[config.mk]
export PLATFORM = sky130hd
export DESIGN_NAME = nbit_piso_serializer
export DESIGN_NICKNAME = d
export VERILOG_FILES = /design/src/rtl/nbit_piso_serializer_pkg.sv /design/src/rtl/nbit_piso_serializer.sv
export SDC_FILE = /design/constraint.sdc
export NUM_CORES = 1
export LEC_CHECK = 0
export ABC_AREA = 1
export ABC_CLOCK_PERIOD_IN_PS = 1450
export BUFFER_PORTS_ARGS = -buffer_cell sky130_fd_sc_hd__buf_4
export CAP_MARGIN = 20
export CORE_AREA = 2 2 39 41
export DETAILED_ROUTE_END_ITERATION = 10
export DIE_AREA = 0 0 41 43
export PLACE_DENSITY_LB_ADDON = 0.15
export SLEW_MARGIN = 0
export SYNTH_ARGS = -nofsm -noshare
export SYNTH_HDL_FRONTEND = slang
export SYNTH_SLANG_ARGS = --single-unit
[constraint.sdc]
create_clock -name clk -period 1.45 [get_ports clk]
set_input_delay 0.2175 -clock clk [delete_from_list [all_inputs] [get_ports clk]]
set_output_delay 0.2175 -clock clk [all_outputs]
set_load 0.03 [all_outputs]
[src/rtl/nbit_piso_serializer_pkg.sv]
// Shared types and helpers for the N-bit parallel-in/serial-out transmitter.
// Holds the IDLE/SHIFT state encoding and the transmit-order bit-select helper.
package nbit_piso_serializer_pkg;

  typedef enum logic {
    ST_IDLE  = 1'b0,
    ST_SHIFT = 1'b1
  } piso_state_e;

  // Index of the bit that leaves the shift register next.
  // MSB-first streams read the top bit; LSB-first streams read bit 0.
  function automatic int unsigned head_idx(input int unsigned n, input bit msb_first);
    return msb_first ? (n - 1) : 0;
  endfunction

endpackage

[src/rtl/nbit_piso_serializer.sv]
// Parallel-in, serial-out transmitter: accepts an N-bit word on a valid/ready
// handshake and streams it one bit per clock, with back-to-back word support.
module nbit_piso_serializer
  import nbit_piso_serializer_pkg::*;
#(
  parameter int unsigned N         = 4,
  parameter bit          MSB_FIRST = 1'b1
) (
  input  logic         clk,
  input  logic         rst,
  input  logic [N-1:0] din,
  input  logic         load_valid,
  output logic         load_ready,
  output logic         out,
  output logic         out_valid,
  output logic         last,
  output logic         busy
);

  localparam int unsigned    CW       = $clog2(N);
  localparam int unsigned    HEAD     = head_idx(N, MSB_FIRST);
  localparam logic [CW-1:0]  CNT_LOAD = CW'(N - 1);

  piso_state_e   state_q, state_d;
  logic [N-1:0]  sr_q, sr_d;
  logic [CW-1:0] cnt_q, cnt_d;
  logic          out_q, out_d;

  logic          accept;
  logic [N-1:0]  sr_shift;

  // Shift toward the head position; the vacated end fills with zero.
  always_comb begin
    if (MSB_FIRST) sr_shift = {sr_q[N-2:0], 1'b0};
    else           sr_shift = {1'b0, sr_q[N-1:1]};
  end

  // NOTE: every signal written here gets a default first, so no path leaves
  // it unassigned and no latch is inferred.
  always_comb begin
    state_d    = state_q;
    sr_d       = sr_q;
    cnt_d      = cnt_q;
    out_d      = out_q;
    load_ready = (state_q == ST_IDLE) || (cnt_q == '0);
    accept     = load_valid && load_ready;

    if (accept) begin
      // First bit goes straight to out, so the word streams with no bubble.
      state_d = ST_SHIFT;
      sr_d    = din;
      cnt_d   = CNT_LOAD;
      out_d   = din[HEAD];
    end else if (state_q == ST_SHIFT) begin
      if (cnt_q != '0) begin
        sr_d  = sr_shift;
        cnt_d = cnt_q - 1'b1;
        out_d = sr_shift[HEAD];
      end else begin
        state_d = ST_IDLE;
        out_d   = 1'b0;
      end
    end
  end

  // NOTE: state registers use non-blocking assignments so every flop samples
  // the pre-edge values computed above, independent of statement order.
  always_ff @(posedge clk) begin
    if (rst) begin
      state_q <= ST_IDLE;
      sr_q    <= '0;
      cnt_q   <= '0;
      out_q   <= 1'b0;
    end else begin
      state_q <= state_d;
      sr_q    <= sr_d;
      cnt_q   <= cnt_d;
      out_q   <= out_d;
    end
  end

  assign out       = out_q;
  assign busy      = (state_q == ST_SHIFT);
  assign out_valid = busy;
  assign last      = busy && (cnt_q == '0);

endmodule

==> results by group, run 1 <==
Timing
  – Sum of negative setup slack: 0 ps
  – Fin. Hold Viols: 0
  – Skew final: 4.02 ps
  – Fin. max-slew vios: 0
  – Slew @ Worst Pin: 295 ps
  – Achievable Freq: 729 MHz
  – Rel. slew slack: 80.3%
  – Final Critical Period: 1370 ps
  – RSZ-0062 raised after global routing: false
  – Setup violators final: 0
  – Period utilization: 94.6%

CTS
  – Root Buffer: clkbuf_4
  – Hold buffers post-CTS: 0
  – Total clock buffers created by CTS: 3
  – Clock Path Buffers: 2
  – CTS tree: yes
  – Clk sinks: 7
  – Htree depth: 1
  – Clock transition at the registers of the reported paths: 50 ps
  – Later-pin clock latency in the skew report: 260 ps

Global routing
  – Global-route wire length before repair: 1.17 mm
  – GRT Util Overall: 10.8%
  – Vias in the first global route: 309
  – Largest net degree at the start of global routing: 9
  – Initial antenna violation count: 0
  – Met2 GRT Util: 13.8%
  – Most used routing layer: met2
  – GR Util met1: 12.6%
  – Remaining global-route overflow: 0
  – Met3 usage: 3.14%

Power
  – Leak: 0.000271 uW
  – Peak VDD IR: 315 uV
  – Power Total: 526 uW
  – P per Cell Area: 1040 mW/mm2

Setup path
  – Worst r2r src: cnt_q[0]$_SDFFE_PP0P_
  – R2r endpoint: sr_q[2]$_SDFFE_PP0P_
  – Crit. End Element: output pin
  – Crit path max fanout: 3
  – Crit path largest cell delay: 340 ps
  – R2R setup slack: 280 ps
  – Worst path depth: 5
  – Kind of critical path: flop to output pin
  – Crit start category: flop
  – CP arrival: 1150 ps
  – FF-to-FF path depth: 7
  – Crit path capture: load_ready
  – CP top delay family: flip-flops
  – CP max-delay cell: dfxtp_2
  – CP required: 1230 ps
  – Crit path from: cnt_q[0]$_SDFFE_PP0P_
  – Buf+Inv Stages, Crit Path: 3
  – CP cell instances: inv_1 > ha_1 > inv_2 > nand2_1 > buf_6

Logic synthesis
  – Syn avg cell area: 6.63 um2
  – Top cell type's share of synthesized area: 37.1%
  – #FFs+latches synth: 7
  – Top cells by area, synth: dfxtp_1 37%, nand2_1 18%, inv_1 11%, ha_1 6.6%, nand3_1 6.6%
  – Post-synthesis instance total: 57
  – Synth Cell Area: 378 um2
  – Yosys cell types: 14
  – Synth warn: 0
  – Area leader, netlist: dfxtp_1
  – Seq/Total Area, Yosys: 37.1%
  – Syn nets: 66

Layout
  – Reg area: 141 um2
  – Final instance area: 504 um2
  – Commonest non-fill, non-tap cell in the layout: nand2_1
  – Layout cells sized above 1: 28.2%
  – Final net count: 81
  – Fin util: 36.4%
  – Diode count: 0
  – Area growth, synth to finish: 33.4%
  – Most frequent cells in the layout: 18 x nand2_1, 10 x inv_1, 10 x buf_4
  – Area of the multi-input gates: 185 um2
  – Filler Cell Count: 167

Route
  – Post-Route WL: 722 um
  – Initial drt markers: 1
  – DRC Markers: 0
  – Routed vias/inst: 4.24
  – Routed via count: 369
  – DR pass1 iterations: 2
  – ANT nets after route: 0
  – Wire length per cell: 8.30 um

Placed design
  – Gpl congestion: 0.654
  – DP Area: 473 um2
  – # port buffers: 11
  – Final HPWL DP: 581 um

Min path
  – HP Class: input pin to flop

Floorplan
  – IO Count: 12
  – DIE AREA: 0.00176 mm2
  – CORE AREA: 0.00138 mm2
  – Chip Width: 41 um
  – Starting Density: 27.3%
  – Site Rows: 14
  – Die height: 43 um

Run
  – Max Cap Violations: 0

Outcome
  – Outcome: finished clean
## power breakdown
part / total, uW / leakage (uW) / switching [uW] / internal [uW]
clock: 178 / 0.0000150 / 73.2 / 105
sequential: 221 / 0.0000583 / 11.2 / 210
combinational: 126 / 0.000197 / 75.6 / 50.9
total: 526 / 0.000271 / 160 / 366
## sequential cells by signal, summed over array words and instances (netlist names)
| name | count |
|---|---|
| sr_q | 3 |
| cnt_q | 2 |
| busy | 1 |
| out | 1 |
## worst min-delay path by stage
stage          startpoint                     to  cells after the start
6_report              rst  cnt_q[0]$_SDFFE_PP0P_                      2
2_1_floorplan         rst  cnt_q[0]$_SDFFE_PP0P_                      1
3_3_place_gp          rst   sr_q[0]$_SDFFE_PP0P_                      2
4_1_cts               rst  cnt_q[0]$_SDFFE_PP0P_                      2
5_1_grt               rst  cnt_q[0]$_SDFFE_PP0P_                      2
3_5_place_dp          rst   sr_q[0]$_SDFFE_PP0P_                      2
## logic make-up (layout without fill, tap and decap cells)
group / count (synthesis) / in the layout / synth area share [%]
AOI/OAI and AO/OA: 8 / 8 / 12.6
adders and majority gates: 2 / 2 / 6.62
buffers and inverters: 13 / 27 / 13.9
DFF: 7 / 7 / 37.1
and+or+nand+nor: 27 / 27 / 29.8
## routing by layer
| layer | vias to the layer above | share of wire [%] |
|---|---|---|
| li1 | 199 | - |
| met1 | 152 | 47 |
| met2 | 13 | 41 |
| met3 | 5 | 8.0 |
| met4 | 0 | 4.3 |
| met5 | - | 0 |
## synth_stat cells
cell     instances
ha_1             2
nand3_1          5
dfxtp_1          7
buf_4            1
a21oi_2          2
or2_1            1
nor2_2           1
o21ai_0          1
inv_2            1
nand2_1         18
o21ai_1          1
inv_1           11
nor2_1           2
a21oi_1          4
## layout make-up
type	count	share of cell area (%)
multi-input combinational	37	36.7
timing repair buffer	11	17.1
sequential	7	28.0
inverter	12	8.93
clock buffer	4	5.21
tap	16	3.97
## timing repair
| item | in CTS | in global routing |
|---|---|---|
| pin swaps | 0 | 0 |
| resized for setup | 1 | 2 |
| endpoints found under the setup margin | 1 | 1 |
| setup buffers | 0 | 0 |
## per-stage QoR
stage | std cells | hold WS (ps) | setup WS (ps)
after floorplan | 57 | 287 | 75.6
after global placement | 83 | 418 | 251
after detailed placement | 83 | 416 | 245
after CTS | 87 | 142 | 39.3
after global routing | 87 | 140 | 12.3
final | 87 | 146 | 77.7
Note: power is estimated with default switching activity, not from simulation.
==> run 2: changes to the inputs <==
--- a/config.mk
+++ b/config.mk
@@ -6,12 +6,12 @@
 export NUM_CORES = 1
 export LEC_CHECK = 0
 export ABC_AREA = 1
-export ABC_CLOCK_PERIOD_IN_PS = 1450
-export BUFFER_PORTS_ARGS = -buffer_cell sky130_fd_sc_hd__buf_4
+export ABC_CLOCK_PERIOD_IN_PS = 1500
 export CAP_MARGIN = 20
 export CORE_AREA = 2 2 39 41
 export DETAILED_ROUTE_END_ITERATION = 10
 export DIE_AREA = 0 0 41 43
+export DONT_BUFFER_PORTS = 1
 export PLACE_DENSITY_LB_ADDON = 0.15
 export SLEW_MARGIN = 0
 export SYNTH_ARGS = -nofsm -noshare
==> constraint.sdc (replaced) <==
create_clock -name clk -period 1.5 [get_ports clk]
set_input_delay 0.225 -clock clk [delete_from_list [all_inputs] [get_ports clk]]
set_output_delay 0.225 -clock clk [all_outputs]
set_load 0.03 [all_outputs]
==> run 2 against run 1 <==
Against the previous run: clock power down 7%; combinational power down 26%; worst hold slack worse by 110 ps; cell area down 14%; non-clock buffer count down 9; worst setup slack better by 28 ps; highest routed layer unchanged.
==> results by group, run 2 (synthesis results as in run 1) <==
Global routing
  – Remaining global-route overflow: 0 (unchanged)
  – GRT Util Overall: 10.4% (-0.40 points)
  – Largest net degree at the start of global routing: 8 (-1)
  – Vias in the first global route: 309 (unchanged)
  – Initial antenna violation count: 0 (unchanged)
  – Global-route wire length before repair: 1.12 mm (-4.2%)

Setup path
  – CP cell instances: inv_1 > ha_1 > inv_1 > nand2_1 > buf_4
  – Crit. End Element: output pin
  – CP arrival: 1170 ps (+20 ps)
  – CP required: 1270 ps (+40 ps)
  – Crit path top cell by count: inv_1
  – Crit start category: flop
  – Crit path max fanout: 3 (unchanged)
  – FF-to-FF path depth: 7 (unchanged)
  – R2r endpoint: sr_q[1]$_SDFFE_PP0P_
  – Kind of critical path: flop to output pin
  – Crit path largest cell delay: 330 ps (about the same)
  – Worst r2r src: cnt_q[1]$_SDFFE_PP0P_
  – R2R setup slack: 310 ps (+30 ps)
  – CP max-delay cell: dfxtp_2

Floorplan
  – Site Rows: 14 (unchanged)
  – CORE AREA: 0.00138 mm2 (unchanged)
  – IO Count: 12 (unchanged)
  – Chip Width: 41 um (unchanged)
  – DIE AREA: 0.00176 mm2 (unchanged)
  – Starting Density: 27.3% (unchanged)
  – Die height: 43 um (unchanged)

CTS
  – Later-pin clock latency in the skew report: 250 ps (about the same)
  – # Post-CTS Setup Buffers: 0 (unchanged)
  – Hold buffers post-CTS: 0 (unchanged)
  – CTS resizes: 0 (-1)
  – Clk sinks: 7 (unchanged)
  – Htree depth: 1 (unchanged)
  – Root Buffer: clkbuf_4
  – Total clock buffers created by CTS: 3 (unchanged)
  – CTS tree: yes
  – Clock Path Buffers: 2 (unchanged)
  – Clock transition at the registers of the reported paths: 50 ps (about the same)

Route
  – Wire length per cell: 9.82 um (+18%)
  – Post-Route WL: 766 um (+6.1%)
  – Initial drt markers: 6 (+5)
  – DRC Markers: 0 (unchanged)
  – Routed vias/inst: 4.67 (+10%)
  – DR pass1 iterations: 4 (+2)
  – ANT nets after route: 0 (unchanged)
  – Routed via count: 364 (-1.4%)

Min path
  – Hold path start: rst
  – Worst Hold Endpoint: cnt_q[0]$_SDFFE_PP0P_
  – HP Class: input pin to flop
  – Hold Path Stages: 1 (-1)

Layout
  – Top reg by flops: sr_q
  – Max FFs per register: 3 (unchanged)
  – Most frequent cells in the layout: 18 x nand2_1, 11 x inv_1, 6 x dfxtp_1
  – Layout cells sized above 1: 16.1% (-12 points)
  – Diode count: 0 (unchanged)
  – Commonest non-fill, non-tap cell in the layout: nand2_1
  – Area growth, synth to finish: 14.6%
  – Final net count: 72 (-11%)
  – Largest regs: sr_q x3, cnt_q x2
  – Filler Cell Count: 155 (-7.2%)

Timing
  – Skew final: 1.34 ps (-2.67 ps)
  – Fin. max-slew vios: 0 (unchanged)
  – Achievable Freq: 717 MHz
  – Period utilization: 92.9%
  – Fin. Hold Viols: 0 (unchanged)
  – Setup violators final: 0 (unchanged)
  – RSZ-0062 raised after global routing: false
  – Sum of negative setup slack: 0 ps (unchanged)
  – Final Critical Period: 1390 ps
  – Rel. slew slack: 78.7% (-1.7 points)
  – Slew @ Worst Pin: 320 ps (+24.8 ps)
  – Min Hold Slack: 33.5 ps (-113 ps)

Power
  – Peak VDD IR: 439 uV (+39%)
  – Clock share of power: 34.7% (+0.8 points)
  – Flop pwr share: 45.6% (+3.6 points)
  – Switching Power: 143 uW (-11%)
  – Combinational Power Share: 19.6% (-4.5 points)
  – Leak: 0.000226 uW (-17%)
  – Cell Int Power: 335 uW (-8.4%)
  – Sw Share: 29.9% (-0.53 points)
  – P per Cell Area: 1100 mW/mm2 (+5.8%)

Placed design
  – Final HPWL DP: 592 um (+1.8%)
  – # port buffers: 0 (-11)
  – Gpl congestion: 0.622 (-4.8%)

Run
  – Max Cap Violations: 0 (unchanged)

Outcome
  – Outcome: finished clean
run 2: final cells by class:
| class | instances | area [um2] | area share [%] |
|---|---|---|---|
| Clock buffer | 4 | 26.3 | 6.07 |
| Inverter | 12 | 45.0 | 10.4 |
| Multi-Input combinational cell | 37 | 185 | 42.8 |
| Sequential cell | 7 | 141 | 32.7 |
| Tap cell | 16 | 20.0 | 4.62 |
| Timing Repair Buffer | 2 | 15.0 | 3.47 |
run 2: power by group through the flow:
stage,registers [uW],logic [uW],clock network [uW]
final,218,93.7,166
after global routing,220,106,186
after CTS,217,95.1,178
after detailed placement,221,94.5,0
after global placement,222,93.6,0
after floorplan,223,73.7,0
run 2: worst max path at each step:
stage,start,endpoint,slack (ps),depth (start not counted)
6_report,cnt_q[0]$_SDFFE_PP0P_,load_ready,110,5
4_1_cts,cnt_q[0]$_SDFFE_PP0P_,load_ready,60,5
3_5_place_dp,cnt_q[0]$_SDFFE_PP0P_,sr_q[2]$_SDFFE_PP0P_,300,8
2_1_floorplan,busy$_SDFF_PP0_,sr_q[1]$_SDFFE_PP0P_,130,5
3_3_place_gp,cnt_q[0]$_SDFFE_PP0P_,sr_q[1]$_SDFFE_PP0P_,310,8
5_1_grt,cnt_q[0]$_SDFFE_PP0P_,load_ready,30,5
run 2: through the flow:
stage               cell area, um2  util [%]  power (uW)  cells  setup WS (ps)
floorplan                      378         -         297     57            126
global placement               405      29.3         315     74            306
detailed placement             405      29.3         316     74            302
CTS                            432      31.2         490     78           62.2
global route                   433      31.3         513     78           32.5
finish                         433      31.3         478     78            106
run 2: metal layers:
layer,global-route usage [%],vias up,routed length (um)
met5,0,-,0
met1,11.6,156,358
met2,13.4,19,334
met4,12.7,0,15
met3,2.62,4,58
li1,-,185,-
run 2: critical path, delay by kind of cell, from the launching register on:
family / cells / cell delay, ps
AND/OR/NAND/NOR: 1 / 70
adder cells (fa/ha/maj): 1 / 200
buffers and inverters: 3 / 320
flip-flops: 1 / 330
==> run 3: changes to the inputs <==
--- a/config.mk
+++ b/config.mk
@@ -6,7 +6,7 @@
 export NUM_CORES = 1
 export LEC_CHECK = 0
 export ABC_AREA = 1
-export ABC_CLOCK_PERIOD_IN_PS = 1500
+export ABC_CLOCK_PERIOD_IN_PS = 1300
 export CAP_MARGIN = 20
 export CORE_AREA = 2 2 39 41
 export DETAILED_ROUTE_END_ITERATION = 10
==> constraint.sdc (replaced) <==
create_clock -name clk -period 1.3 [get_ports clk]
set_input_delay 0.195 -clock clk [delete_from_list [all_inputs] [get_ports clk]]
set_output_delay 0.195 -clock clk [all_outputs]
set_load 0.03 [all_outputs]
==> run 3 against run 2 <==
Against the previous run: worst setup slack worse by 60 ps; critical path depth stayed put; final cell count is 2.6% higher; sequential power is 16% higher; register-to-register slack got worse by 220 ps; power increased by 20%; core utilization grew 2.0 points; critical path type unchanged; highest routed layer unchanged.
==> results by group, run 3 (synthesis results as in run 1) <==
Outcome
  – Outcome: finished clean

Power
  – P per Cell Area: 1240 mW/mm2 (+13%)
  – Leak: 0.000232 uW (+2.9%)
  – Clock share of power: 34.5% (-0.2 points)
  – Peak VDD IR: 523 uV (+19%)
  – Cell Int Power: 398 uW (+19%)
  – Combinational Power Share: 21.4% (+1.8 points)
  – Sw Share: 30.5% (+0.58 points)
  – Power Total: 572 uW (+20%)
  – Switching Power: 174 uW (+22%)
  – Flop pwr share: 44.1% (-1.5 points)

Global routing
  – Vias in the first global route: 293 (-5.2%)
  – Largest net degree at the start of global routing: 8 (unchanged)
  – Remaining global-route overflow: 0 (unchanged)
  – Global-route wire length before repair: 1.16 mm (+3.1%)
  – GRT Util Overall: 10.4% (+0.010 points)
  – Initial antenna violation count: 0 (unchanged)

Route
  – Routed vias/inst: 4.23 (-9.5%)
  – Wire length per cell: 9.49 um (-3.4%)
  – M1 wire length: 373 um (+4.2%)
  – Initial drt markers: 5 (-1)
  – Met2 WL: 319 um (-4.5%)
  – Max Used Layer: met4
  – DRC Markers: 0 (unchanged)
  – ANT nets after route: 0 (unchanged)
  – DR pass1 iterations: 3 (-1)
  – Post-Route WL: 759 um (-0.91%)
  – Met3 wire len: 55 um (-5.2%)
  – Routed via count: 338 (-7.1%)

Layout
  – Final net count: 74 (+2.8%)
  – Area growth, synth to finish: 21.9%
  – Most frequent cells in the layout: 17 x nand2_1, 8 x inv_1, 5 x nand3_1, 5 x dfxtp_1
  – Max FFs per register: 3 (unchanged)
  – Top reg by flops: sr_q
  – Commonest non-fill, non-tap cell in the layout: nand2_1
  – Largest regs: sr_q x3, cnt_q x2
  – Layout cells sized above 1: 26.6% (+10 points)
  – Diode count: 0 (unchanged)
  – Final instance area: 460 um2 (+6.4%)
  – Filler Cell Count: 164 (+5.8%)
  – Fin util: 33.3% (+2.0 points)

Placed design
  – DP Area: 407 um2 (+0.31%)
  – Final HPWL DP: 553 um (-6.6%)
  – Gpl congestion: 0.663 (+6.5%)
  – # port buffers: 0 (unchanged)

CTS
  – Root Buffer: clkbuf_4
  – Clock transition at the registers of the reported paths: 50 ps (about the same)
  – Htree depth: 1 (unchanged)
  – Later-pin clock latency in the skew report: 250 ps (about the same)
  – CTS tree: yes
  – Clock Path Buffers: 2 (unchanged)
  – Clk sinks: 7 (unchanged)
  – Total clock buffers created by CTS: 3 (unchanged)

Floorplan
  – CORE AREA: 0.00138 mm2 (unchanged)
  – Chip Width: 41 um (unchanged)
  – Die height: 43 um (unchanged)
  – Site Rows: 14 (unchanged)
  – IO Count: 12 (unchanged)
  – DIE AREA: 0.00176 mm2 (unchanged)
  – Starting Density: 27.3% (unchanged)

Setup path
  – Crit. End Element: output pin
  – R2r endpoint: sr_q[2]$_SDFFE_PP0P_
  – CP required: 1110 ps (-160 ps)
  – FF-to-FF path depth: 8 (+1)
  – R2R setup slack: 90 ps (-220 ps)
  – Crit start category: flop
  – CP arrival: 1060 ps (-110 ps)
  – Worst r2r src: cnt_q[1]$_SDFFE_PP0P_
  – Crit path max fanout: 3 (unchanged)
  – Kind of critical path: flop to output pin

Timing
  – Fin. Hold Viols: 0 (unchanged)
  – Period utilization: 96.4%
  – RSZ-0062 raised after global routing: true
  – Fin. max-slew vios: 0 (unchanged)
  – Slew @ Worst Pin: 315 ps (-4.51 ps)
  – Skew final: 0.734 ps (-0.611 ps)
  – Setup violators final: 0 (unchanged)
  – Achievable Freq: 798 MHz
  – Final Critical Period: 1250 ps
  – Rel. slew slack: 79.0% (+0.33 points)

Min path
  – Hold Path Stages: 1 (unchanged)
  – HP Class: input pin to flop
  – Worst Hold Endpoint: busy$_SDFF_PP0_
  – Hold path start: rst

Run
  – Max Cap Violations: 0 (unchanged)
[run 3: cell count changes in the layout (fill, tap and decap cells not counted), sizes merged]
cell / before / now
dlygate4sd3: 0 / 1
buf: 2 / 3
[run 3: power groups by stage]
| stage | combinational, uW | sequential (uW) | clock [uW] |
|---|---|---|---|
| final | 123 | 252 | 197 |
| after CTS | 117 | 252 | 208 |
| after detailed placement | 107 | 255 | 0 |
| after floorplan | 85.1 | 258 | 0 |
| after global routing | 140 | 254 | 221 |
| after global placement | 109 | 255 | 0 |
[run 3: cell type report]
cell class	instances	area [um2]	share of cell area, %
sequential	7	143	31.0
tap	16	20.0	4.35
clock buffer	4	26.3	5.71
inverter	12	45.0	9.78
multi-input combinational	37	190	41.3
timing repair buffer	4	36.3	7.88
[run 3: worst max-delay path by stage]
stage          slack, ps                    to                  start  depth (start not counted)
4_1_cts              0.6                  last  cnt_q[0]$_SDFFE_PP0P_                          4
3_3_place_gp          60  sr_q[1]$_SDFFE_PP0P_  cnt_q[0]$_SDFFE_PP0P_                          7
3_5_place_dp          80  sr_q[1]$_SDFFE_PP0P_  cnt_q[0]$_SDFFE_PP0P_                          7
5_1_grt               -5            load_ready  cnt_q[0]$_SDFFE_PP0P_                          5
6_report              50            load_ready  cnt_q[0]$_SDFFE_PP0P_                          5
2_1_floorplan         20  sr_q[1]$_SDFFE_PP0P_  cnt_q[0]$_SDFFE_PP0P_                          8
[run 3: layer usage]
layer | global-route usage [%] | vias to the layer above
li1 | - | 185
met1 | 14.9 | 139
met2 | 10.9 | 12
met3 | 2.09 | 2
met4 | 12.0 | 0
met5 | 0 | -
[run 3: repair_timing]
action,CTS,global route
setup buffers,0,1
gates resized for setup,5,2
hold endpoints to repair,2,0
setup endpoints to repair,1,4
hold buffers,1,0
[run 3: metrics by stage]
step | hold slack [ps] | cells | setup TNS [ps] | setup WS, ps
2_1_floorplan | 264 | 57 | 0 | 17.7
3_3_place_gp | 266 | 74 | 0 | 60.9
3_5_place_dp | 267 | 74 | 0 | 75.0
4_1_cts | 4.30 | 79 | 0 | 0.608
5_1_grt | 1.16 | 80 | -5.47 | -5.47
6_report | 14.8 | 80 | 0 | 46.5
[run 3: critical path, cell delays in order, from the launching register on]
cell and delay, ps:
dfxtp_2 340, inv_2 40, ha_2 180, inv_2 60, nand2_2 50, buf_6 140
